$ cat src/rtl/ball_tx_packetizer.sv
// Ball hand-off framer: snapshots ball state, builds a 6-byte checksummed frame,
// streams it to the board-to-board I2C master and retries NACKed frames.
module ball_tx_packetizer #(
    parameter logic [7:0]  HEADER    = 8'hA5,
    parameter int unsigned MAX_RETRY = 2
) (
    input  logic       clk,
    input  logic       reset,
    input  logic       ball_send_trigger,
    input  logic [9:0] ball_y,
    input  logic [7:0] ball_vy,
    input  logic [1:0] gravity_counter,
    input  logic [7:0] safe_speed,
    output logic [7:0] tx_data,
    output logic       tx_valid,
    input  logic       tx_ready,
    output logic       tx_last,
    input  logic       tx_nack,
    output logic       is_transfer,
    output logic       frame_done,
    output logic       frame_err,
    output logic [7:0] err_cnt
);

    localparam int RW = (MAX_RETRY > 0) ? $clog2(MAX_RETRY + 1) : 1;
    localparam logic [2:0] LAST_IDX = 3'd5;

    typedef enum logic [2:0] {
        IDLE,
        SEND,
        RETRY,
        DONE,
        ABORT
    } state_t;

    state_t          state;
    logic            pending;
    logic [RW-1:0]   retry_cnt;
    logic [2:0]      byte_idx;

    logic [9:0]      snap_y;
    logic [7:0]      snap_vy;
    logic [1:0]      snap_grav;
    logic [7:0]      snap_speed;

    logic [7:0]      b1;
    logic [7:0]      b2;
    logic [7:0]      b3;
    logic [7:0]      b4;
    logic [7:0]      b5;
    logic [2:0]      next_idx;
    logic [7:0]      next_byte;
    logic            can_retry;

    // Every frame byte derives from the snapshot, never the live inputs.
    assign b1 = {4'b0000, snap_grav, snap_y[9:8]};
    assign b2 = snap_y[7:0];
    assign b3 = snap_vy;
    assign b4 = snap_speed;
    assign b5 = HEADER ^ b1 ^ b2 ^ b3 ^ b4;

    assign can_retry = (retry_cnt < RW'(MAX_RETRY));

    always_comb begin
        next_idx  = byte_idx + 3'd1;
        next_byte = HEADER;
        case (next_idx)
            3'd1:    next_byte = b1;
            3'd2:    next_byte = b2;
            3'd3:    next_byte = b3;
            3'd4:    next_byte = b4;
            3'd5:    next_byte = b5;
            default: next_byte = HEADER;
        endcase
    end

    always_ff @(posedge clk) begin
        if (!reset) begin
            state       <= IDLE;
            pending     <= 1'b0;
            retry_cnt   <= '0;
            byte_idx    <= 3'd0;
            snap_y      <= 10'd0;
            snap_vy     <= 8'd0;
            snap_grav   <= 2'd0;
            snap_speed  <= 8'd0;
            tx_data     <= 8'd0;
            tx_valid    <= 1'b0;
            tx_last     <= 1'b0;
            is_transfer <= 1'b0;
            frame_done  <= 1'b0;
            frame_err   <= 1'b0;
            err_cnt     <= 8'd0;
        end else begin
            frame_done <= 1'b0;
            frame_err  <= 1'b0;

            // Triggers while busy collapse into one deferred frame.
            if (ball_send_trigger && state != IDLE) begin
                pending <= 1'b1;
            end

            case (state)
                IDLE: begin
                    if (ball_send_trigger || pending) begin
                        snap_y      <= ball_y;
                        snap_vy     <= ball_vy;
                        snap_grav   <= gravity_counter;
                        snap_speed  <= safe_speed;
                        byte_idx    <= 3'd0;
                        retry_cnt   <= '0;
                        pending     <= 1'b0;
                        tx_valid    <= 1'b1;
                        tx_data     <= HEADER;
                        tx_last     <= 1'b0;
                        is_transfer <= 1'b1;
                        state       <= SEND;
                    end
                end

                SEND: begin
                    if (tx_nack) begin
                        tx_valid <= 1'b0;
                        tx_last  <= 1'b0;
                        tx_data  <= 8'd0;
                        state    <= RETRY;
                    end else if (tx_ready) begin
                        if (byte_idx == LAST_IDX) begin
                            tx_valid    <= 1'b0;
                            tx_last     <= 1'b0;
                            tx_data     <= 8'd0;
                            frame_done  <= 1'b1;
                            is_transfer <= 1'b0;
                            state       <= DONE;
                        end else begin
                            byte_idx <= next_idx;
                            tx_data  <= next_byte;
                            tx_last  <= (next_idx == LAST_IDX);
                        end
                    end
                end

                RETRY: begin
                    if (can_retry) begin
                        retry_cnt <= retry_cnt + RW'(1);
                        byte_idx  <= 3'd0;
                        tx_valid  <= 1'b1;
                        tx_data   <= HEADER;
                        tx_last   <= 1'b0;
                        state     <= SEND;
                    end else begin
                        frame_err   <= 1'b1;
                        is_transfer <= 1'b0;
                        if (err_cnt != 8'hFF) begin
                            err_cnt <= err_cnt + 8'd1;
                        end
                        state <= ABORT;
                    end
                end

                DONE: begin
                    state <= IDLE;
                end

                ABORT: begin
                    state <= IDLE;
                end

                default: begin
                    state <= IDLE;
                end
            endcase
        end
    end

endmodule

$ cat config.mk
export PLATFORM = sky130hd
export DESIGN_NAME = ball_tx_packetizer
export DESIGN_NICKNAME = d
export VERILOG_FILES = /design/src/rtl/ball_tx_packetizer.sv
export SDC_FILE = /design/constraint.sdc
export NUM_CORES = 1
export LEC_CHECK = 0
export CAP_MARGIN = 20
export CORE_MARGIN = 2
export CORE_UTILIZATION = 40
export CTS_CLUSTER_SIZE = 25
export DETAILED_ROUTE_END_ITERATION = 16
export HOLD_SLACK_MARGIN = 0.02
export PLACE_DENSITY_LB_ADDON = 0.05
export SLEW_MARGIN = 20
export SYNTH_ARGS = -nofsm -noshare
export SYNTH_HDL_FRONTEND = slang
export SYNTH_SLANG_ARGS = --single-unit
$ cat constraint.sdc
create_clock -name clk -period 2.1 [get_ports clk]
set_input_delay 0.63 -clock clk [delete_from_list [all_inputs] [get_ports clk]]
set_output_delay 0.63 -clock clk [all_outputs]
set_load 0.03 [all_outputs]
# Yosys cells after proc, flatten, opt, wreduce, memory -nomap -nowiden
# Index checks and enable logic that the tools add are counted.
# W data, S select, Z words.
[word_totals]
regBits = 58
latch_bits = 0
mem_bits_rw = 0
rom_bits = 0
inputBits = 33
out_inout_bits = 21
word_cells = 103
mem_count = 0
[op_classes]
add_sub_neg = 3
multipliers = 0
div_mod_pow = 0
magnitude_cmp = 1
n_eq_ne = 18
n_shift = 0
muxes = 42
bitwise = 8
reduce_logical = 16
[op_table]
columns = ["operator", "n"]
rows = [
  ["$mux W8", 5],
  ["$pmux W8 S5", 1],
  ["$mux W3", 10],
  ["$pmux W8 S3", 1],
  ["$xor A8 B8 Y8", 3],
  ["$pmux W3 S3", 2],
  ["$mux W1", 17],
  ["$ne A2 B2 Y1 const B", 7],
  ["$reduce_and A6 Y1", 2],
  ["$eq A3 B2 Y1 const B", 3],
  ["$eq A3 B3 Y1 const B", 3],
  ["$pmux W1 S3", 3],
  ["$reduce_and A3 Y1", 3],
  ["$add A8 B1 Y8 const B", 1],
  ["$ne A8 B8 Y1 const B", 1],
  ["$eq A3 B1 Y1 const B", 2],
  ["$ne A3 B3 Y1 const B", 2],
  ["$reduce_bool A3 Y1", 2],
  ["$reduce_and A5 Y1", 1],
  ["$mux W2", 2],
  ["$not A1 Y1", 4],
  ["$not A2 Y4", 1],
  ["$pmux W2 S2", 1],
  ["$reduce_and A2 Y1", 2],
  ["other kinds (9)", 9],
]

# Depth between registers and ports, before layout
# Gate-level depths: netlist (run 1).
[logic_depth]
ltp_word = 9
ltp_mapped = 9
depth_no_buf = 7

# Least setup slack after synthesis (run 1)
# No wires, ideal clock.
[synth_path]
kind = "reg2reg"
startpoint = "register byte_idx[0]"
endpoint = "register tx_data[1]"
setup_time_ps = 117
arrival_time_ps = 1734
required_ps = 1983
slack_ps = 249
stages_incl_launch_ff = 8
n_path_buf = 1
period_less_slack_ps = 1851
cell_sequence = "dfxtp_1 > inv_1 > ha_1 > buf_2 > or4_4 > o31ai_2 > nor3_4 > a32o_1"
[synth_between]
elab_chain_cells = 7
word_cells_on_any_way = 12
cone_classes = "add/sub: 1; eq/ne: 6; mux: 5"
[synth_rtl]
columns = ["element", "line_no", "source"]
rows = [
  ["start: declaration", "39", "logic [2:0] byte_idx;"],
  ["start signal: assignment", "136", "byte_idx <= next_idx;"],
  ["$add A3 B1 Y3", "65", "next_idx = byte_idx + 3'd1;"],
  ["$eq A3 B3 Y1 (tied with other cells)", "67", "case (next_idx)"],
  ["$pmux W8 S5", "67", ""],
  ["$mux W8 *", "128", "if (byte_idx == LAST_IDX) begin"],
  ["$mux W8 *", "127", "end else if (tx_ready) begin"],
  ["$mux W8 *", "122", "if (tx_nack) begin"],
  ["$pmux W8 S3 *", "103", "case (state)"],
  ["end signal: assignment", "137", "tx_data <= next_byte;"],
  ["end: declaration", "14", "output logic [7:0] tx_data,"],
]
# Mark *: on every way between the ends. The rest lies on a longest branch, timed or not. The select of a mux whose other input is x is not followed.
# A chain may end at the register's enable or synchronous reset.

# Final worst setup path (run 1)
[layout_path]
startpoint = "register err_cnt[0]"
endpoint = "output port err_cnt[0]"
[layout_lines]
columns = ["element", "line_no", "source"]
rows = [
  ["start: declaration", "22", "output logic [7:0] err_cnt"],
  ["start signal: assignment", "155", "err_cnt <= err_cnt + 8'd1;"],
]
# No word-level cell between the ends.

==> run_results.csv, run 1 <==
group,metric,value,unit
setup_path,worstSetupPathType,"reg2out",
finish,drive_above_1_share,12.9,%
synth,synthCells,343,
synth,synth_top_family_by_area,"simple AND/OR/NAND/NOR gates",
setup_path,crit_fanout,4,
floorplan,coreArea,0.00687,mm²
clock_network,clock_path_buffers,2,
finish,layout.nets,445,
timing,rsz0062_at_grt,"no",
timing,final-hold-violation-count,0,
setup_path,cp_top_family,"buffers and inverters",
floorplan,die_area,0.00785,mm²
timing,fmax,0.490,GHz
synth,ys_seq_elements,58,
synth,synth_edf_count,0,
setup_path,timing.rr.start,"byte_idx[1]",
grt,grt_pass1_vias,2366,
timing,drv_slew,0,
drt,drt-initial-drc-count,161,
grt,antenna_found_initial,0,
status,status,"finished, final reports clean",
synth,syn-num-nets,382,
setup_path,critPathCaptureType,"output port",
clock_network,holdBufCountCts,0,
drt,antenna_left,0,
grt,grt_overflow,0,
drt,routedWlPerCell,13.8,µm
finish,finalCoreUtilization,55.4,%
clock_network,cts_buffers,9,
synth,yosys.area_share.simple,23.8,%
power_and_ir_drop,cellLeakagePower,1.48,nW
floorplan,die_y,88.6,µm
drt,firstDrtPassIters,5,
drt,vias,2596,
setup_path,path_cells,"clkdlybuf4s50_1",
timing,min_period,2.04,ns
finish,fill_cells,659,
power_and_ir_drop,powerDensity,780,mW/mm²
grt,grt_pass1_wl,11600,µm
setup_path,worstSetupStartpointType,"register",
setup_path,cpPeakStageDelay,0.69,ns
grt,gr-usage-all-layers,19.2,%
setup_path,worst-path-stages,1,
timing,fin_ws,0.0585,ns
setup_path,critPathSlowestCell,"clkdlybuf4s50_1",
timing,finalCritPeriodShare,97.2,%
setup_path,worstReg2RegEnd,"tx_data[6]",
synth,synthAdderAreaFrac,2.62,%
drt,drc,0,
setup_path,startpoint,"err_cnt[0]",
finish,diodes,0,
finish,ff_latch_area,0.00116,mm²
setup_path,r2r_cells,6,
clock_network,clock_latency,0.33,ns
floorplan,row_count,30,
clock_network,cts-htree-levels,3,
setup_path,r2r_slack,0.19,ns
setup_path,cp-endpoint,"err_cnt[0]",
clock_network,clock_sinks,58,
grt,grt_max_degree,34,
floorplan,ios,54,
synth,synth.mux.area_fraction,1.05,%
synth,synth_area_per_cell,8.35,µm²
synth,synth_compound_area_share,20.2,%
synth,synth_ff_type,"dfxtp_1",
power_and_ir_drop,max-vdd-ir-drop,0.000327,V
finish,syn_to_final_growth,32.9,%
synth,ys_types,57,
synth,async_flop_share,0,%
timing,slew_headroom,67.8,%
timing,setup_viol,0,
timing,worst_pin_slew,0.483,ns
clock_network,clk_pin_slew_worst_paths,0.07,ns
setup_path,worstPathRequired,1.47,ns
clock_network,cts-root-buf,"clkbuf_8",
placed_design,port_buffers,53,
floorplan,die_w,88.6,µm
placed_design,post-place-ws,-0.212,ns
clock_network,post_cts_buffers,0,
synth,syn_area,0.00286,mm²
setup_path,cp.arrival,1.41,ns
placed_design,dp_hpwl,5120,µm
flow_run,cap_violations,0,
placed_design,gp_routability_congestion,0.833,
synth,synth_xor_xnor_area_share,6.95,%
timing,skew,0.00822,ns
setup_path,cp_num_buf_inv,1,
clock_network,tritoncts,"yes",
hold_path,hp-class,"reg2reg",
floorplan,start_util,41.7,%
synth,yosysWarnings,0,
drt,routed_via_density,5.12,
drt,routed_wl,7000,µm
synth,ys_seq_area_share,40.6,%
finish,multi_input_area,0.00158,mm²
state kept, by name, summed over array words and instances (netlist names):
signal and cells:
tx_valid 1, b4 8, pending 1, snap_y 10
tx_last 1, snap_grav 2, byte_idx 3, state 3
b3 8, frame_done 1, is_transfer 1, tx_data 8
retry_cnt 2, err_cnt 8, frame_err 1
synthesized netlist by cell type, types with 2 or more instances:
library cell / number / area [µm²]
mux2i_1: 3 / 30.0
a21oi_1: 41 / 205
nor3b_1: 2 / 15.0
xnor2_1: 9 / 78.8
o21ai_0: 10 / 50.1
o31ai_1: 3 / 22.5
ha_1: 6 / 75.1
nor3_1: 5 / 25.0
dfxtp_1: 58 / 1160
nand3_1: 8 / 40.0
nand4_1: 5 / 31.3
a32o_1: 4 / 40.0
nor2_1: 16 / 60.1
a31oi_1: 4 / 25.0
clkbuf_1: 9 / 33.8
xor2_1: 10 / 87.6
a222oi_1: 4 / 40.0
and2_1: 4 / 25.0
o221ai_1: 3 / 26.3
a221o_1: 2 / 20.0
nor2b_1: 2 / 12.5
inv_1: 8 / 30.0
and4_1: 2 / 17.5
nand2_1: 79 / 297
buf_4: 4 / 30.0
and3_1: 3 / 18.8
buf_2: 7 / 35.0
o211ai_1: 3 / 22.5
cell usage in the layout, fill, tap and decap left out, types with 5 or more instances in the layout:
master / Yosys / routed
nand2_1: 79 / 79
dfxtp_1: 58 / 58
clkdlybuf4s50_1: 0 / 50
a21oi_1: 41 / 41
buf_4: 4 / 18
nor2_1: 16 / 16
clkbuf_8: 0 / 11
xor2_1: 10 / 10
xnor2_1: 9 / 9
inv_1: 8 / 8
nand3_1: 8 / 8
o21ai_0: 10 / 8
ha_1: 6 / 6
nand4_1: 5 / 5
nor3_1: 5 / 5
cell families after synthesis:
| group | Yosys count |
|---|---|
| AOI/OAI and AO/OA | 87 |
| xor gates and xnor gates | 21 |
| muxes | 3 |
| and+or+nand+nor | 138 |
| buffers and inverters | 30 |
| adders and majority gates | 6 |
| DFF | 58 |
per-stage QoR:
step                cell area (µm²)  hold WS, ns  power, mW  setup TNS, ns  std cells
floorplan                      2860        0.436       1.68              0        343
CTS                            3790        0.460       2.99              0        507
global placement               3590        0.448       1.93         -0.833        491
detailed placement             3590        0.450       1.93          -1.50        491
global route                   3800        0.488       3.13              0        507
finish                         3800        0.456       2.97              0        507
final cells by class:
class                           instances  share of cell area (%)
Tap cell                               96                    3.16
Timing Repair Buffer                   73                    18.5
Clock inverter                          5                    1.38
Clock buffer                           11                    3.98
Multi-Input combinational cell        255                    41.5
Inverter                                9                   0.888
Sequential cell                        58                    30.5
layer usage:
| layer | track usage, % | wire, µm | vias up | share of wire (%) |
|---|---|---|---|---|
| li1 | - | - | 1338 | - |
| met1 | 28.0 | 3490 | 1178 | 50 |
| met2 | 28.5 | 3040 | 69 | 43 |
| met3 | 4.38 | 371 | 11 | 5.3 |
| met4 | 5.51 | 96 | 0 | 1.4 |
| met5 | 0 | 0 | - | 0 |
timing repair:
action | in CTS | in global routing
hold endpoints to repair | 0 | 0
resized for setup | 2 | 5
endpoints found under the setup margin | 2 | 9
report_power, final:
part / internal (mW) / leakage (nW) / total [mW] / switching (mW)
Sequential: 1.18 / 0.474 / 1.26 / 0.0781
Combinational: 0.310 / 0.901 / 0.650 / 0.340
Clock: 0.606 / 0.105 / 1.06 / 0.453
Total: 2.10 / 1.48 / 2.97 / 0.872
how the worst min path moves through the flow:
stage	startpoint	cells after the start	end	slack [ns]
final	tx_data[7]	2	tx_data[7]	0.46
after global routing	tx_data[7]	2	tx_data[7]	0.49
after CTS	tx_data[7]	2	tx_data[7]	0.46
after detailed placement	tx_data[7]	2	tx_data[7]	0.45
after global placement	tx_data[5]	2	tx_data[5]	0.45
after floorplan	b4[1]	2	b4[1]	0.44
(Power assumes the default switching activity.)
==> inputs of run 2 (changes only) <==
--- a/config.mk
+++ b/config.mk
@@ -6,6 +6,7 @@
 export NUM_CORES = 1
 export LEC_CHECK = 0
 export CAP_MARGIN = 20
+export CORE_ASPECT_RATIO = 0.75
 export CORE_MARGIN = 2
 export CORE_UTILIZATION = 40
 export CTS_CLUSTER_SIZE = 25
==> run 2 against run 1 <==
Net effect: combinational power about the same; sequential power hardly changed; power increased by 1.6%; worst hold slack better by 0.0021 ns; final area up 0.46%; critical endpoint is now err_cnt[6]; largest power group unchanged; routed wire length rose by 2.3%; die area barely moved; critical path depth unchanged; count of clock-buffer cells in the layout unchanged; global-route usage down 0.36 points; clock skew hardly changed.
==> run_results.csv, run 2 (same netlist as run 1, synthesis figures left out) <==
group,metric,value,unit
clock_network,clock_path_buffers,2,
setup_path,worstReg2RegEnd,"tx_data[2]",
floorplan,die_y,77.3,µm
timing,worst_pin_slew,0.417,ns
timing,setup_viol,0,
flow_run,cap_violations,0,
grt,grt_pass1_wl,11700,µm
grt,grt_max_degree,30,
setup_path,cp_top_family,"buffers and inverters",
drt,firstDrtPassIters,4,
setup_path,cp_num_buf_inv,1,
drt,vias,2655,
setup_path,worstPathRequired,1.47,ns
timing,drv_slew,0,
timing,rsz0062_at_grt,"no",
setup_path,r2r_slack,0.22,ns
clock_network,clock_sinks,58,
finish,final_cells,511,
floorplan,die_w,102,µm
clock_network,cts-root-buf,"clkbuf_8",
grt,grt_overflow,0,
setup_path,worstSetupPathType,"reg2out",
power_and_ir_drop,finalPower,3.02,mW
power_and_ir_drop,cellLeakagePower,1.47,nW
hold_path,hp-class,"reg2reg",
setup_path,cpPeakStageDelay,0.69,ns
floorplan,start_util,41.7,%
timing,fmax,0.491,GHz
power_and_ir_drop,max-vdd-ir-drop,0.000435,V
placed_design,port_buffers,53,
hold_path,min-delay-start,"b4[2]",
grt,grt_pass1_vias,2398,
hold_path,whs_path_depth,2,
clock_network,tritoncts,"yes",
floorplan,row_count,26,
finish,layout.nets,447,
clock_network,clock_latency,0.33,ns
power_and_ir_drop,powerDensity,790,mW/mm²
finish,final_cell_mix,"nand2_1, dfxtp_1, clkdlybuf4s50_1",
drt,routed_wl,7160,µm
floorplan,ios,54,
clock_network,cts-htree-levels,3,
clock_network,clk_pin_slew_worst_paths,0.06,ns
drt,drc,0,
timing,fin_setup_tns,0,ns
setup_path,crit_fanout,4,
setup_path,critPathSlowestCell,"clkdlybuf4s50_1",
timing,slew_headroom,72.2,%
grt,gr-usage-all-layers,18.9,%
timing,fin_ws,0.0620,ns
floorplan,coreArea,0.00686,mm²
setup_path,timing.rr.start,"byte_idx[1]",
finish,largest_reg_flops,10,
drt,routedWlPerCell,14.0,µm
drt,drt-initial-drc-count,102,
timing,final-hold-violation-count,0,
finish,top_register,"snap_y",
floorplan,die_area,0.00786,mm²
status,status,"finished, final reports clean",
setup_path,cp.arrival,1.41,ns
setup_path,r2r_cells,7,
placed_design,gp_routability_congestion,0.825,
finish,syn_to_final_growth,33.5,%
placed_design,dp_hpwl,5160,µm
finish,drive_above_1_share,12.8,%
hold_path,min_to,"b4[2]",
setup_path,path_cells,"clkdlybuf4s50_1",
timing,finalCritPeriodShare,97.0,%
grt,antenna_found_initial,0,
placed_design,post-place-ws,-0.213,ns
clock_network,cts_buffers,9,
drt,routed_via_density,5.20,
timing,min_period,2.04,ns
drt,antenna_left,0,
setup_path,worstSetupStartpointType,"register",
setup_path,startpoint,"err_cnt[6]",
placed_design,dp.cells,495,
finish,diodes,0,
finish,mostFrequentLayoutCell,"nand2_1",
finish,fill_cells,671,
setup_path,critPathCaptureType,"output port",
timing,skew,0.00813,ns
[run 2: cell type report]
| class | instances | area [µm²] | share of cell area, % |
|---|---|---|---|
| tap | 98 | 123 | 3.21 |
| clock buffer | 11 | 131 | 3.44 |
| inverter | 9 | 33.8 | 0.884 |
| timing repair buffer | 75 | 718 | 18.8 |
| multi-input combinational | 255 | 1580 | 41.2 |
| clock inverter | 5 | 78.8 | 2.06 |
| sequential | 58 | 1160 | 30.4 |
[run 2: repair_timing]
action / 4_1_cts / 5_1_grt
setup endpoints to repair: 2 / 8
gates resized for setup: 2 / 2
hold buffers: 0 / 0
buffers inserted: 0 / 0
[run 2: power breakdown]
group,internal (mW),switching (mW),leakage (nW)
logic,0.304,0.348,0.893
registers,1.18,0.0802,0.474
clock network,0.667,0.437,0.107
total,2.15,0.865,1.47
[run 2: per-layer routing]
metal | part of all wire, % | up-vias | routed length, µm | global-route usage, %
met2 | 44 | 67 | 3160 | 27.8
met1 | 49 | 1236 | 3530 | 26.7
li1 | - | 1343 | - | -
met4 | 1.4 | 0 | 99 | 5.95
met5 | 0 | - | 0 | 0
met3 | 5.2 | 9 | 369 | 4.92
[run 2: how the worst max path moves through the flow]
stage | end | slack [ns] | cells past startpoint
CTS | err_cnt[6] | 0.03 | 1
global route | err_cnt[6] | 0.01 | 1
finish | err_cnt[6] | 0.06 | 1
floorplan | tx_data[1] | 0.25 | 7
detailed placement | tx_data[2] | -0.21 | 6
global placement | tx_data[1] | -0.08 | 6
[run 2: worst min-delay path: stages (launching register included)]
cell     delay, ns
dfxtp_1       0.31
nand2_1       0.05
a21oi_1       0.05
[run 2: through the flow]
| step | area (µm²) | hold slack, ns | util, % |
|---|---|---|---|
| finish | 3820 | 0.458 | 55.7 |
| CTS | 3820 | 0.462 | 55.6 |
| floorplan | 2860 | 0.436 | - |
| detailed placement | 3610 | 0.454 | 52.6 |
| global route | 3820 | 0.486 | 55.7 |
| global placement | 3610 | 0.448 | 52.6 |
==> inputs of run 3 (changes only) <==
--- a/config.mk
+++ b/config.mk
@@ -6,7 +6,6 @@
 export NUM_CORES = 1
 export LEC_CHECK = 0
 export CAP_MARGIN = 20
-export CORE_ASPECT_RATIO = 0.75
 export CORE_MARGIN = 2
 export CORE_UTILIZATION = 40
 export CTS_CLUSTER_SIZE = 25
==> results of run 3 <==
No change in the layout: final DEF, timing and power equal those of run 1.
